**src/rtl/lcd_bus_reader.sv**
```systemverilog
// Read-side controller for an HD44780-style LCD bus: fetches busy flag/address (RS=0) or data (RS=1).
// Optional busy-flag polling is enabled with `define LCD_BUSY_POLL_EN (adds POLL_MAX, oTimeout, GAP state).
module lcd_bus_reader #(
   parameter int unsigned T_SETUP  = 4,
   parameter int unsigned T_EN     = 25,
   parameter int unsigned T_HOLD   = 4,
   parameter int unsigned CNT_W    = 16
`ifdef LCD_BUSY_POLL_EN
   ,
   parameter int unsigned POLL_MAX = 255
`endif
) (
   input  logic       iCLK,
   input  logic       iRST_N,
   input  logic       iStart,
   input  logic       iRS,
   output logic       oReady,
   output logic       oDone,
   output logic [7:0] oDATA,
   output logic       oBusy,
   output logic [6:0] oAddr,
   input  logic [7:0] LCD_DATA_IN,
   output logic       LCD_DATA_OE,
   output logic       LCD_RW,
   output logic       LCD_EN,
   output logic       LCD_RS
`ifdef LCD_BUSY_POLL_EN
   ,
   output logic       oTimeout
`endif
);

   localparam logic [CNT_W-1:0] SETUP_LAST = CNT_W'(T_SETUP - 1);
   localparam logic [CNT_W-1:0] EN_LAST    = CNT_W'(T_EN - 1);
   localparam logic [CNT_W-1:0] HOLD_LAST  = CNT_W'(T_HOLD - 1);
   localparam logic [CNT_W-1:0] CNT_ONE    = CNT_W'(1);

   typedef enum logic [2:0] {
      S_IDLE,
      S_SETUP,
      S_EN_HI,
      S_HOLD,
      S_DONE
`ifdef LCD_BUSY_POLL_EN
      ,
      S_GAP
`endif
   } state_t;

   state_t           state_q, state_d;
   logic [CNT_W-1:0] cnt_q, cnt_d;
   logic             ready_q, ready_d;
   logic             done_q, done_d;
   logic [7:0]       data_q, data_d;
   logic             busy_q, busy_d;
   logic [6:0]       addr_q, addr_d;
   logic             en_q, en_d;
   logic             rw_q, rw_d;
   logic             rs_q, rs_d;
   logic             oe_q, oe_d;
`ifdef LCD_BUSY_POLL_EN
   localparam logic [15:0] POLL_LIM = 16'(POLL_MAX);
   logic [15:0]      poll_q, poll_d;
   logic             timeout_q, timeout_d;
`endif

   always_comb begin
      state_d = state_q;
      cnt_d   = cnt_q;
      ready_d = ready_q;
      done_d  = 1'b0;
      data_d  = data_q;
      busy_d  = busy_q;
      addr_d  = addr_q;
      en_d    = en_q;
      rw_d    = rw_q;
      rs_d    = rs_q;
      oe_d    = oe_q;
`ifdef LCD_BUSY_POLL_EN
      poll_d    = poll_q;
      timeout_d = timeout_q;
`endif
      case (state_q)
         S_IDLE: begin
            if (iStart) begin
               rs_d    = iRS;
               rw_d    = 1'b1;
               oe_d    = 1'b0;
               ready_d = 1'b0;
               cnt_d   = '0;
               state_d = S_SETUP;
`ifdef LCD_BUSY_POLL_EN
               poll_d    = '0;
               timeout_d = 1'b0;
`endif
            end
         end
         S_SETUP: begin
            if (cnt_q == SETUP_LAST) begin
               en_d    = 1'b1;
               cnt_d   = '0;
               state_d = S_EN_HI;
            end else begin
               cnt_d = cnt_q + CNT_ONE;
            end
         end
         S_EN_HI: begin
            // Sample on the final EN-high cycle so the panel's data-delay margin is fully used.
            if (cnt_q == EN_LAST) begin
               data_d = LCD_DATA_IN;
               if (!rs_q) begin
                  busy_d = LCD_DATA_IN[7];
                  addr_d = LCD_DATA_IN[6:0];
               end
               en_d    = 1'b0;
               cnt_d   = '0;
               state_d = S_HOLD;
`ifdef LCD_BUSY_POLL_EN
               poll_d = poll_q + 16'd1;
`endif
            end else begin
               cnt_d = cnt_q + CNT_ONE;
            end
         end
         S_HOLD: begin
            if (cnt_q == HOLD_LAST) begin
               rw_d  = 1'b0;
               oe_d  = 1'b1;
               cnt_d = '0;
`ifdef LCD_BUSY_POLL_EN
               if (!rs_q && busy_q && (poll_q < POLL_LIM)) begin
                  state_d = S_GAP;
               end else begin
                  state_d   = S_DONE;
                  done_d    = 1'b1;
                  timeout_d = !rs_q && busy_q;
               end
`else
               state_d = S_DONE;
               done_d  = 1'b1;
`endif
            end else begin
               cnt_d = cnt_q + CNT_ONE;
            end
         end
`ifdef LCD_BUSY_POLL_EN
         S_GAP: begin
            if (cnt_q == HOLD_LAST) begin
               rw_d    = 1'b1;
               oe_d    = 1'b0;
               cnt_d   = '0;
               state_d = S_SETUP;
            end else begin
               cnt_d = cnt_q + CNT_ONE;
            end
         end
`endif
         S_DONE: begin
            ready_d = 1'b1;
            state_d = S_IDLE;
         end
         default: state_d = S_IDLE;
      endcase
   end

   always_ff @(posedge iCLK) begin
      if (!iRST_N) begin
         state_q <= S_IDLE;
         cnt_q   <= '0;
         ready_q <= 1'b1;
         done_q  <= 1'b0;
         data_q  <= '0;
         busy_q  <= 1'b0;
         addr_q  <= '0;
         en_q    <= 1'b0;
         rw_q    <= 1'b0;
         rs_q    <= 1'b0;
         oe_q    <= 1'b1;
`ifdef LCD_BUSY_POLL_EN
         poll_q    <= '0;
         timeout_q <= 1'b0;
`endif
      end else begin
         state_q <= state_d;
         cnt_q   <= cnt_d;
         ready_q <= ready_d;
         done_q  <= done_d;
         data_q  <= data_d;
         busy_q  <= busy_d;
         addr_q  <= addr_d;
         en_q    <= en_d;
         rw_q    <= rw_d;
         rs_q    <= rs_d;
         oe_q    <= oe_d;
`ifdef LCD_BUSY_POLL_EN
         poll_q    <= poll_d;
         timeout_q <= timeout_d;
`endif
      end
   end

   assign oReady      = ready_q;
   assign oDone       = done_q;
   assign oDATA       = data_q;
   assign oBusy       = busy_q;
   assign oAddr       = addr_q;
   assign LCD_EN      = en_q;
   assign LCD_RW      = rw_q;
   assign LCD_RS      = rs_q;
   assign LCD_DATA_OE = oe_q;
`ifdef LCD_BUSY_POLL_EN
   assign oTimeout    = timeout_q;
`endif

endmodule

```
**config.mk**
```make
export PLATFORM = sky130hd
export DESIGN_NAME = lcd_bus_reader
export DESIGN_NICKNAME = d
export VERILOG_FILES = /design/src/rtl/lcd_bus_reader.sv
export SDC_FILE = /design/constraint.sdc
export NUM_CORES = 1
export LEC_CHECK = 0
export ABC_AREA = 1
export CORE_MARGIN = 2
export CORE_UTILIZATION = 40
export DETAILED_ROUTE_END_ITERATION = 12
export HOLD_SLACK_MARGIN = 0.12
export PLACE_DENSITY = 0.68
export SLEW_MARGIN = 30
export SYNTH_ARGS = -nofsm -noshare
export SYNTH_HDL_FRONTEND = slang
export SYNTH_SLANG_ARGS = --single-unit
export TNS_END_PERCENT = 100
```
**constraint.sdc**
```tcl
create_clock -name iCLK -period 1.9 [get_ports iCLK]
set_input_delay 0.38 -clock iCLK [delete_from_list [all_inputs] [get_ports iCLK]]
set_output_delay 0.38 -clock iCLK [all_outputs]
set_load 0.02 [all_outputs]
```
=== Yosys cells after proc, flatten, opt, wreduce, memory -nomap -nowiden ===
Cells that the tools add are included.

* Bits in registers: 41
* Logic and storage cells: 57
* Input bits: 12
* Output and inout bits: 22

* Equal/unequal tests: 10
* Bitwise gates (word level): 1
* Reductions and logical operators: 15
* Multiplexer cells: 19
* Add/sub/neg operators: 1

{| class="wikitable"
|+ Operator list
! kind !! count
|-
| $mux W16 || 3
|-
| $pmux W16 S3 || 1
|-
| $add A16 B1 Y16 const B || 1
|-
| $eq A16 B2 Y1 const B || 1
|-
| $eq A16 B5 Y1 const B || 1
|-
| $mux W3 || 4
|-
| $pmux W3 S4 || 1
|-
| $reduce_and A2 Y1 || 5
|-
| $reduce_and A3 Y1 || 3
|-
| $ne A2 B2 Y1 const B || 4
|-
| $pmux W1 S2 || 4
|-
| $eq A3 B2 Y1 const B || 2
|-
| $mux W1 || 6
|-
| $reduce_bool A2 Y1 || 3
|-
| $reduce_and A4 Y1 || 1
|-
| $eq A3 B1 Y1 const B || 1
|-
| $eq A3 B3 Y1 const B || 1
|-
| $logic_not A3 Y1 || 1
|-
| $reduce_bool A3 Y1 || 1
|-
| $reduce_or A2 Y1 || 1
|-
| $not A1 Y1 || 1
|}

=== Longest topological paths before layout ===
* Depth after elaboration: 4
* Mapped depth: 11
* Gate-level depth less buffers: 11

=== Worst setup path after synthesis ===
OpenSTA, ideal clock, no wires.

* Path type: reg2reg
* Start point: reg cnt_q[0]
* End point: reg addr_q[0], in the netlist oAddr[0]
* Stages on the path, launching flop included: 10
* Required time: 1787 ps
* Arrival time: 1245 ps
* Period minus slack after synthesis: 1358 ps
* Slack: 542 ps
* Cells stage by stage: dfxtp_1 inv_1 ha_1 nand2_2 nor2_4 nand2_4 nor2_8 nand2_4 o21ai_1 nor2_1

* Longest elaborated chain between the ends: 2

{| class="wikitable"
|+ Ends and longest elaborated chain
! what !! line !! source
|-
| start, declared || 51 || <nowiki>logic [CNT_W-1:0] cnt_q, cnt_d;</nowiki>
|-
| start signal, assigned || 185 || <nowiki>cnt_q <= cnt_d;</nowiki>
|-
| $eq A16 B5 Y1 || 109 || <nowiki>if (cnt_q == EN_LAST) begin</nowiki>
|-
| $reduce_and A3 Y1 (no line) || - ||
|-
| end signal, assigned || 190 || <nowiki>addr_q <= addr_d;</nowiki>
|-
| end, declared || 56 || <nowiki>logic [6:0] addr_q, addr_d;</nowiki>
|}

Every way passes these cells.
A chain may end at the register's enable or synchronous reset.

=== Worst setup path in the final report ===
* Start point: reg rs_q, in the netlist LCD_RS
* End point: out LCD_RS

{| class="wikitable"
|+ RTL lines
! what !! line !! source
|-
| start, declared || 59 || <nowiki>logic rs_q, rs_d;</nowiki>
|-
| start signal, assigned || 193 || <nowiki>rs_q <= rs_d;</nowiki>
|-
| end, declared || 26 || <nowiki>output logic LCD_RS</nowiki>
|}

No word-level cell between the ends.

==> impl_summary.md <==
Floorplan
The floorplan step defined a core boundary enclosing 0.004817 sq mm. The die covers 0.005689 sq mm. The die is 75.43 microns wide. The floorplan has 25 rows. The die height is 75.43 microns. The effective utilization at floorplan is 42.36%. For this design the top-level I/O count stands at 34.

Final layout
The number of inserted filler cells in the final layout is 507. The library cell used most frequently in the layout, excluding fill and tap cells, is sky130_fd_sc_hd__nand2_1. After the last flow step, the layout net total stands at 331.

Leaving out fill and tap cells, the most frequent cells in the layout are sky130_fd_sc_hd__nand2_1, sky130_fd_sc_hd__nor2_1, sky130_fd_sc_hd__dfxtp_1. The post-layout utilization of the core is 52.81%. From synthesis to final layout, the design area changed by 24.65%.

In the final layout, the share of cells above drive strength 1 is 12.26%. The count of inserted antenna diode cells is 0.

CTS
The post-CTS setup repair buffer count is 0. The clock edge transition at the registers on the reported setup and hold paths is 0.09 ns. The clock tree root driver cell is sky130_fd_sc_hd__clkbuf_8. Gates resized during post-CTS repair numbered 0. The clock drives 41 sinks. The clock tree from TritonCTS is built. The H-tree was split into 2 levels. The number of CTS-inserted buffers is 5.

The number of buffers on the longest clock path is 2. The total of hold buffers inserted after clock tree synthesis is 0. For the worst-skew pair, the clock arrives at the later sink with an insertion delay of 0.30 ns.

Critical path
The kind of critical path is flip-flop to output port. For this run, the slowest stage of the critical path takes 0.66 ns. Traced cell by cell, the critical path runs through clkdlybuf4s50_1. STA classifies the critical path endpoint as an output port. The critical path's slowest cell is sky130_fd_sc_hd__clkdlybuf4s50_1. The family with the most delay on the worst path is buffers and inverters. The required time of the critical path is 1.52 ns.

The critical path buffer and inverter count is 1. For the worst setup path, the data arrival time is 1.41 ns. In this run the worst path has a maximum fanout of 3. The worst setup path is launched from a flip-flop.

Drt
The detail route stage leaves a number of antenna-violating nets equal to 0. The number of vias per cell is 4.714. Summing over every cut layer, the via total after detailed routing is 1815. The number of DRC violations after detailed-routing iteration 0 is 130. The pre-antenna-repair detailed-routing pass consisted of 4 iterations.

After detailed routing, the number of remaining DRC violations is 0. The final layout contains routed wiring with a total length of 4.379 mm. The average routed wire per standard cell is 11.37 microns.

Placement
The congestion estimate from routability-driven global placement came to 0.8378. The number of I/O port buffers is 33. The worst setup timing slack at the placement stage is 0.2066 ns.

The detailed-placement wirelength estimate is 3.316 mm.

STA
Setup repair after global routing left no endpoint under its margin. Counting I/O delays and the setup requirement, the final critical path takes 1.787 ns. The minimum setup slack in the final design is 0.1134 ns.

The clock arrives with 0.01631 ns of skew. Of the available clock period, the critical path in the final layout requires 94.03%. The total count of hold-check failures in the final report is 0. In the final timing run, aggregate negative setup slack is 0 ns.

The relative slew slack is 53.39%. The final setup violation count is 0. The actual transition at the worst max-transition pin is 0.6984 ns.

The top achievable clock speed is 559.7 MHz. The number of max-slew violations in the final report is 0.

Synth
The post-synth net total is 293. The sequential-to-total area share from yosys stat is 40.22%. The post-synthesis sequential element count is 41.

After synthesis the cells add up to 0.002041 sq mm. After synthesis, the netlist uses 33 different library cells. Synthesis produced 279 cells. Yosys printed 0 warnings. The post-synthesis area per instance is 7.314 sq um.

Global route
The remaining global-route overflow is 0. The first-pass GRT wire length is 7.700 mm. The number of antenna violations at the first check in global routing is 0. The number of global-route vias before repair is 1724. The aggregate global-route resource usage is 17.51%.

Entering global routing, the biggest net connects 22 pins.

Hold path
The min-delay analysis places its worst path in the category flip-flop to flip-flop.

Run status
The flow ran to the end, and the final reports show no timing, DRC or antenna violations.

Power and ir drop
The worst-case vdd ir drop is 0.4899 mV. For this design the ratio of total power to cell area is 860.6 mW/mm^2. Summed over all cells, the static leakage comes to 0.0009818 uW.

Run
The number of violations of the max-capacitance limit is 0.
layout make-up:
class | count | area (sq um) | area share [%]
Multi-Input combinational cell | 206 | 1094 | 42.99
Sequential cell | 41 | 820.8 | 32.27
Timing Repair Buffer | 35 | 345.3 | 13.58
Inverter | 28 | 106.4 | 4.181
Tap cell | 67 | 83.83 | 3.296
Clock buffer | 5 | 68.82 | 2.705
Clock inverter | 3 | 25.02 | 0.9838
kinds of logic after synthesis:
family                     after synthesis  synth area share [%]
and+or+nand+nor                        164                 40.77
AOI/OAI and AO/OA                       36                 9.872
adders and majority gates                2                 1.226
buffers and inverters                   32                 6.192
xor gates and xnor gates                 4                 1.717
DFF                                     41                 40.22
synthesized netlist by cell type:
library cell | count | area (sq um)
sky130_fd_sc_hd__clkinv_2 | 1 | 5.000
sky130_fd_sc_hd__inv_1 | 24 | 90.09
sky130_fd_sc_hd__a211oi_1 | 1 | 7.510
sky130_fd_sc_hd__o211ai_1 | 1 | 7.510
sky130_fd_sc_hd__xnor2_1 | 1 | 8.760
sky130_fd_sc_hd__xor2_1 | 3 | 26.28
sky130_fd_sc_hd__nand3_2 | 2 | 20.02
sky130_fd_sc_hd__o21ai_2 | 2 | 17.52
sky130_fd_sc_hd__nand2_2 | 5 | 31.28
sky130_fd_sc_hd__nor2_4 | 4 | 45.04
sky130_fd_sc_hd__nand3_1 | 12 | 60.06
sky130_fd_sc_hd__a21oi_1 | 19 | 95.09
sky130_fd_sc_hd__inv_2 | 3 | 11.26
sky130_fd_sc_hd__nor3b_2 | 1 | 12.51
sky130_fd_sc_hd__dfxtp_1 | 41 | 820.8
sky130_fd_sc_hd__o21ai_1 | 6 | 30.03
sky130_fd_sc_hd__nor3_2 | 1 | 10.01
sky130_fd_sc_hd__buf_4 | 1 | 7.510
sky130_fd_sc_hd__nor3_1 | 2 | 10.01
sky130_fd_sc_hd__nand3_4 | 2 | 35.03
sky130_fd_sc_hd__o311ai_0 | 1 | 8.760
sky130_fd_sc_hd__o21ai_0 | 3 | 15.01
sky130_fd_sc_hd__nor2_8 | 3 | 60.06
sky130_fd_sc_hd__nor2_1 | 48 | 180.2
sky130_fd_sc_hd__ha_1 | 2 | 25.02
sky130_fd_sc_hd__nand4_1 | 3 | 18.77
sky130_fd_sc_hd__nand2_4 | 5 | 56.30
sky130_fd_sc_hd__o21bai_1 | 1 | 7.510
sky130_fd_sc_hd__nand3b_1 | 2 | 15.01
sky130_fd_sc_hd__buf_2 | 1 | 5.000
sky130_fd_sc_hd__o22ai_1 | 2 | 12.51
sky130_fd_sc_hd__clkbuf_1 | 2 | 7.510
sky130_fd_sc_hd__nand2_1 | 74 | 277.8
stage by stage:
step	cells	power [uW]	cell area, sq um	hold slack [ns]
global placement	377	1616	2450	0.4514
detailed placement	377	1624	2450	0.4576
CTS	385	2214	2544	0.4695
global route	385	2328	2544	0.4866
floorplan	279	1449	2041	0.4666
finish	385	2189	2544	0.4693
registers in the layout, indices dropped and copies added, names as in the netlist:
register,flops
oBusy,1
oAddr,7
LCD_RS,1
LCD_DATA_OE,1
cnt_q,16
oDone,1
LCD_EN,1
oDATA,8
state_q,3
oReady,1
LCD_RW,1
report_power, final:
group / switching, uW / total [uW] / internal (uW)
clock network: 326 / 591 / 265
registers: 53.1 / 969 / 916
logic: 411 / 629 / 218
final timing paths:
kind	from	endpoint	slack (ns)	depth (start not counted)
max reg2reg	cnt_q[1]	cnt_q[14]	0.37	8
max	LCD_RS	LCD_RS	0.11	1
min	oDATA[7]	oDATA[7]	0.47	2
min reg2reg	oDATA[7]	oDATA[7]	0.47	2
routing by layer:
metal  track usage, %  part of all wire, %  up-vias
met5                0                    0        -
met4            5.263                  1.1        0
met3            5.026                  4.4        5
met2            28.02                   46       29
met1            23.02                   48      817
li1                 -                    -      964
No activity file was read; power rests on OpenSTA's default activity.
